===== src/rtl/seg7_scan_driver.sv =====
// seg7_scan_driver: 4-digit time-multiplexed 7-segment driver (ones/tens/hundreds + sign digit).
// Latency: an/seg registered (1 cycle); a loaded digit appears at that digit's next scan slot.
// Backpressure: none; load is a 1-cycle strobe that is always accepted. Optional blink: SEG7_CURSOR_BLINK_EN.
module seg7_scan_driver #(
  parameter int unsigned CLK_HZ     = 100_000_000,
  parameter int unsigned REFRESH_HZ = 1_000,
  parameter int unsigned BLINK_HZ   = 2
) (
  input  logic       clk,
  input  logic       reset,
  input  logic       load,
  input  logic [3:0] ones_in,
  input  logic [3:0] tens_in,
  input  logic [3:0] hundreds_in,
  input  logic       sign_in,
  input  logic [1:0] cursor,
  output logic [3:0] an,
  output logic [6:0] seg,
  output logic       dp
);

  // Cycles per digit slot; the last cycle of every slot is the dark ghost guard.
  localparam int unsigned SLOT = CLK_HZ / REFRESH_HZ;
  localparam int unsigned CW   = (SLOT > 1) ? $clog2(SLOT) : 1;

  localparam logic [6:0] SEG_BLANK = 7'b1111111;
  localparam logic [6:0] SEG_MINUS = 7'b0111111;
  localparam logic [6:0] SEG_ERR   = 7'b0000110;

  // Prescaler and scan pointers. idx_q is the digit lit at the next slot start,
  // cur_q is the digit currently lit (its pattern frozen in pat_q).
  logic [CW-1:0] cnt_q, cnt_d;
  logic [1:0]    idx_q, idx_d;
  logic [1:0]    cur_q, cur_d;
  logic          slot_end;

  // Shadow copies of the digit inputs.
  logic [3:0] ones_q, ones_d;
  logic [3:0] tens_q, tens_d;
  logic [3:0] hund_q, hund_d;
  logic       sign_q, sign_d;

  // Registered pin drivers and the pattern captured at slot start.
  logic [6:0] pat_q, pat_d;
  logic [6:0] sel_pat;
  logic [3:0] an_q, an_d;
  logic [6:0] seg_q, seg_d;
  logic       blank_d;

  // BCD to active-low {g,f,e,d,c,b,a}; anything above 9 shows 'E'.
  function automatic logic [6:0] bcd_to_seg(input logic [3:0] d);
    logic [6:0] s;
    case (d)
      4'd0:    s = 7'b1000000;
      4'd1:    s = 7'b1111001;
      4'd2:    s = 7'b0100100;
      4'd3:    s = 7'b0110000;
      4'd4:    s = 7'b0011001;
      4'd5:    s = 7'b0010010;
      4'd6:    s = 7'b0000010;
      4'd7:    s = 7'b1111000;
      4'd8:    s = 7'b0000000;
      4'd9:    s = 7'b0010000;
      default: s = SEG_ERR;
    endcase
    return s;
  endfunction

  // Shadow latch: capture all digit inputs on the load strobe, otherwise hold.
  always_comb begin
    ones_d = ones_q;
    tens_d = tens_q;
    hund_d = hund_q;
    sign_d = sign_q;
    if (load) begin
      ones_d = ones_in;
      tens_d = tens_in;
      hund_d = hundreds_in;
      sign_d = sign_in;
    end
  end

  // Scan sequencing: advance the digit at the end of each slot, blank anodes in the guard cycle.
  always_comb begin
    slot_end = (cnt_q == CW'(SLOT - 1));
    cnt_d    = slot_end ? '0 : cnt_q + CW'(1);
    idx_d    = slot_end ? idx_q + 2'd1 : idx_q;
    cur_d    = slot_end ? idx_q : cur_q;

    case (idx_q)
      2'd0:    sel_pat = bcd_to_seg(ones_q);
      2'd1:    sel_pat = bcd_to_seg(tens_q);
      2'd2:    sel_pat = bcd_to_seg(hund_q);
      default: sel_pat = sign_q ? SEG_MINUS : SEG_BLANK;
    endcase
    // Freeze the pattern for the whole slot so a mid-slot load waits for the next visit.
    pat_d = slot_end ? sel_pat : pat_q;

    an_d = an_q;
    if (slot_end) begin
      an_d = ~(4'b0001 << idx_q);
    end else if (cnt_d == CW'(SLOT - 1)) begin
      an_d = 4'b1111;
    end

    seg_d = blank_d ? SEG_BLANK : pat_d;
  end

`ifdef SEG7_CURSOR_BLINK_EN
  // Half-period of the cursor blink in clock cycles.
  localparam int unsigned HALF = CLK_HZ / (2 * BLINK_HZ);
  localparam int unsigned BW   = (HALF > 1) ? $clog2(HALF) : 1;

  logic [BW-1:0] bcnt_q, bcnt_d;
  logic          blink_q, blink_d;

  // Blink phase generator: toggle once per half-period.
  always_comb begin
    bcnt_d  = bcnt_q + BW'(1);
    blink_d = blink_q;
    if (bcnt_q == BW'(HALF - 1)) begin
      bcnt_d  = '0;
      blink_d = ~blink_q;
    end
  end

  // Blink state register; phase starts "shown" out of reset.
  always_ff @(posedge clk) begin
    if (!reset) begin
      bcnt_q  <= '0;
      blink_q <= 1'b1;
    end else begin
      bcnt_q  <= bcnt_d;
      blink_q <= blink_d;
    end
  end

  // The digit under edit goes dark in the off phase; its anode keeps scanning.
  assign blank_d = !blink_d && (cursor == cur_d);
`else
  assign blank_d = 1'b0;

  // cursor and BLINK_HZ only matter when blinking is built in.
  logic unused_cfg;
  assign unused_cfg = ^{cursor, 32'(BLINK_HZ)};
`endif

  // Shadow register update; reset clears every digit and the sign.
  always_ff @(posedge clk) begin
    if (!reset) begin
      ones_q <= '0;
      tens_q <= '0;
      hund_q <= '0;
      sign_q <= 1'b0;
    end else begin
      ones_q <= ones_d;
      tens_q <= tens_d;
      hund_q <= hund_d;
      sign_q <= sign_d;
    end
  end

  // Scan state and pin registers; reset darkens the display and restarts at digit 0.
  always_ff @(posedge clk) begin
    if (!reset) begin
      cnt_q <= '0;
      idx_q <= 2'd0;
      cur_q <= 2'd0;
      pat_q <= SEG_BLANK;
      an_q  <= 4'b1111;
      seg_q <= SEG_BLANK;
    end else begin
      cnt_q <= cnt_d;
      idx_q <= idx_d;
      cur_q <= cur_d;
      pat_q <= pat_d;
      an_q  <= an_d;
      seg_q <= seg_d;
    end
  end

  assign an  = an_q;
  assign seg = seg_q;
  assign dp  = 1'b1;

endmodule


===== config.mk =====
export PLATFORM = sky130hd
export DESIGN_NAME = seg7_scan_driver
export DESIGN_NICKNAME = d
export VERILOG_FILES = /design/src/rtl/seg7_scan_driver.sv
export SDC_FILE = /design/constraint.sdc
export NUM_CORES = 1
export LEC_CHECK = 0
export CELL_PAD_IN_SITES_DETAIL_PLACEMENT = 1
export CELL_PAD_IN_SITES_GLOBAL_PLACEMENT = 1
export CORE_UTILIZATION = 44
export DETAILED_ROUTE_END_ITERATION = 6
export GPL_TIMING_DRIVEN = 0
export HOLD_SLACK_MARGIN = 0.06
export PLACE_DENSITY = 0.9
export SETUP_SLACK_MARGIN = 0.02
export SYNTH_ARGS = -nofsm -noshare
export SYNTH_HDL_FRONTEND = slang
export SYNTH_SLANG_ARGS = --single-unit

===== constraint.sdc =====
create_clock -name clk -period 2.4 [get_ports clk]
set_clock_uncertainty 0.15 [all_clocks]
set_input_delay 0.36 -clock clk [delete_from_list [all_inputs] [get_ports clk]]
set_output_delay 0.36 -clock clk [all_outputs]
set_load 0.02 [all_outputs]

==> metrics.yaml <==
status: "finished, final reports clean"
cp_max_fo: 10
fin_setup_tns_ns: 0
firstDrtPassIters: 4
synth-edff-count: 0
pwr_density_cell_nw_per_um2: 600
synth_nets: 379
slowest_delay_ns: 0.42
clk_latency_ns: 0.34
wirelength_um: 7710
grt_pass1_wl_um: 13000
drive_gt1_frac: 0.116
num_vias: 2504
fin_crit_ns: 2.18
critPathRequiredTime_ns: 2.48
multi_input_area_um2: 1690
start_util: 0.458
dieArea_um2: 7410
seq_area_frac_synth: 0.412
gp_congestion: 0.786
fillers: 809
antenna_cells: 0
nets: 414
path_clk_slew_ns: 0.07
peakVddDrop_mv: 0.274
yosys_warnings: 0
cts_tree: "yes"
use_met3: 0.0472
cts_setup_buffers: 0
critPathKind: "reg2reg"
rsz0062_at_grt: "no"
seq_area_um2: 1280
cap_violations: 0
reg2regPathDepth: 7
syn_to_final_growth_pct: 17.5
maxSlewViolCount: 0
holdPathEnd: "seg[0]"
grt.busiest_layer: "met2"
dieHeight_um: 86.1
path_cells: "ha_2 > and4_1 > buf_2 > nand4_2 > nand2_1 > buf_2 > nor2_1"
hold_viol: 0
synth_area_um2: 3110
ant_nets: 0
cp_common_cell: "buf_2"
synthCells: 340
clockBufferDepth: 2
grt_use_total: 0.231
rr_startpoint: "cnt_q[0]"
r2r_slack_ns: 0.22
r2r-end: "cnt_q[7]"
hold_path.startpoint: "seg[0]"
fin_ws_ns: 0.221
power_w: 0.00219
ys_ff_latch: 64
grt_pass1_vias: 2735
route.detailed.drc: 0
end_kind: "flip-flop"
cts.sinks: 64
cts-root-buf: "clkbuf_8"
avgSynthCellArea_um2: 9.14
fp.dieW_um: 86.1
synth_ff_type: "dfxtp_1"
met1_usage: 0.268
coreArea_um2: 6790
drt_iter0_markers: 76
max_freq_mhz: 459
grt_max_degree: 13
overflow: 0
rows: 30
hold_path_depth: 2
htree_levels: 3
setup_violations: 0
final_area_um2: 3650
place_area_um2: 3470
numPortBuffers: 24
synth_cell_types: 50
ios: 30
worst_slew_pin_slew_ns: 0.588
wl_per_cell_um: 16.2
final.period_utilization: 0.908
leakage_nw: 1.49
cts_made_buffers: 9
antenna_found_initial: 0
setup.worst_path.start_class: "flip-flop"
crit_slowest_cell: "dfxtp_1"
slew_headroom: 0.608
grt_use_met2: 0.406
post-dp-hpwl_um: 5460
min_path_type: "reg2reg"
dp_slack_ns: -0.0332
avgViaCountPerCell: 5.26
postSynth.asyncResetShare: 0
cp.arrival_ns: 2.26
power breakdown:
part | internal, W | switching, W | total, W
Combinational | 0.0000847 | 0.000112 | 0.000196
Clock | 0.000406 | 0.000453 | 0.000859
Sequential | 0.00112 | 0.0000224 | 0.00114
Total | 0.00161 | 0.000587 | 0.00219
metrics by stage:
stage               hold WS [ns]  std cells   util
floorplan                  0.291        340      -
global placement           0.303        460  0.511
detailed placement         0.312        460  0.511
CTS                        0.330        476  0.537
global route               0.360        476  0.538
finish                     0.327        476  0.538
worst max path at each step:
stage	slack, ns	from	to
finish	0.22	cnt_q[0]	cnt_q[7]
global route	0.05	reset	flip-flop
CTS	0.19	cnt_q[0]	cnt_q[7]
detailed placement	-0.03	reset	flip-flop
global placement	0.03	reset	flip-flop
floorplan	0.50	reset	flip-flop
critical path, delay by kind of cell, from the launching register on:
family	cells	cell delay, ns
simple gates	4	0.78
buf+inv	2	0.44
fa+ha+maj	1	0.27
flops	1	0.42
synthesized netlist by cell type, drive strengths merged (2+ instances only):
master,n,area share
nor3,8,0.019
nor4,2,0.014
nand3,13,0.025
or3,2,0.0040
inv,15,0.018
dfxtp,64,0.41
a22oi,6,0.014
nand2,35,0.043
xnor2,10,0.028
clkbuf,9,0.011
xor2,6,0.017
a21oi,35,0.058
o21ai,9,0.014
nor4b,2,0.0056
nor2,26,0.031
mux2i,14,0.045
nor2b,17,0.034
mux2,5,0.018
nand2b,2,0.0040
buf,10,0.017
nand4,4,0.015
a211oi,7,0.017
ha,21,0.085
and2,4,0.0080
kinds of logic after synthesis:
family / share of synthesized area
adder cells (fa/ha/maj): 0.0845
buffers and inverters: 0.0467
AND/OR/NAND/NOR: 0.229
multiplexers: 0.0632
XOR/XNOR: 0.0451
AO/OA/AOI/OAI: 0.119
other: 0.00121
flip-flops: 0.412
timing repair:
action	in CTS	in global routing
gates resized for setup	0	1
endpoints found under the setup margin	0	4
hold buffers	0	0
layer usage:
metal / routed length, um / vias up
met2: 3930 / 46
met4: 171 / 0
met5: 0 / -
met1: 3400 / 1205
li1: - / 1235
met3: 208 / 18
cell usage in the layout, fill, tap and decap left out, drive strengths merged, types with 2 or more instances in the layout:
cell / count
xor2: 6
clkbuf: 19
nand3: 13
clkdlybuf4s50: 24
ha: 21
dfxtp: 64
nor3: 8
nor4: 2
a211oi: 7
or3: 2
xnor2: 10
a21oi: 35
nand4: 4
buf: 10
mux2i: 14
clkinv: 4
nor4b: 2
inv: 16
nor2b: 17
nand2b: 2
and2: 4
nor2: 26
a22oi: 6
nand2: 35
o21ai: 9
mux2: 5
layout make-up:
class,count,share of cell area
flip-flops and latches,64,0.351
repair buffers,24,0.0658
plain buffers,19,0.0243
clock inverters,6,0.0120
well taps,96,0.0329
multi-input cells,242,0.461
clock buffers,10,0.0377
inverters,15,0.0154
Note: power is estimated with default switching activity, not from simulation.
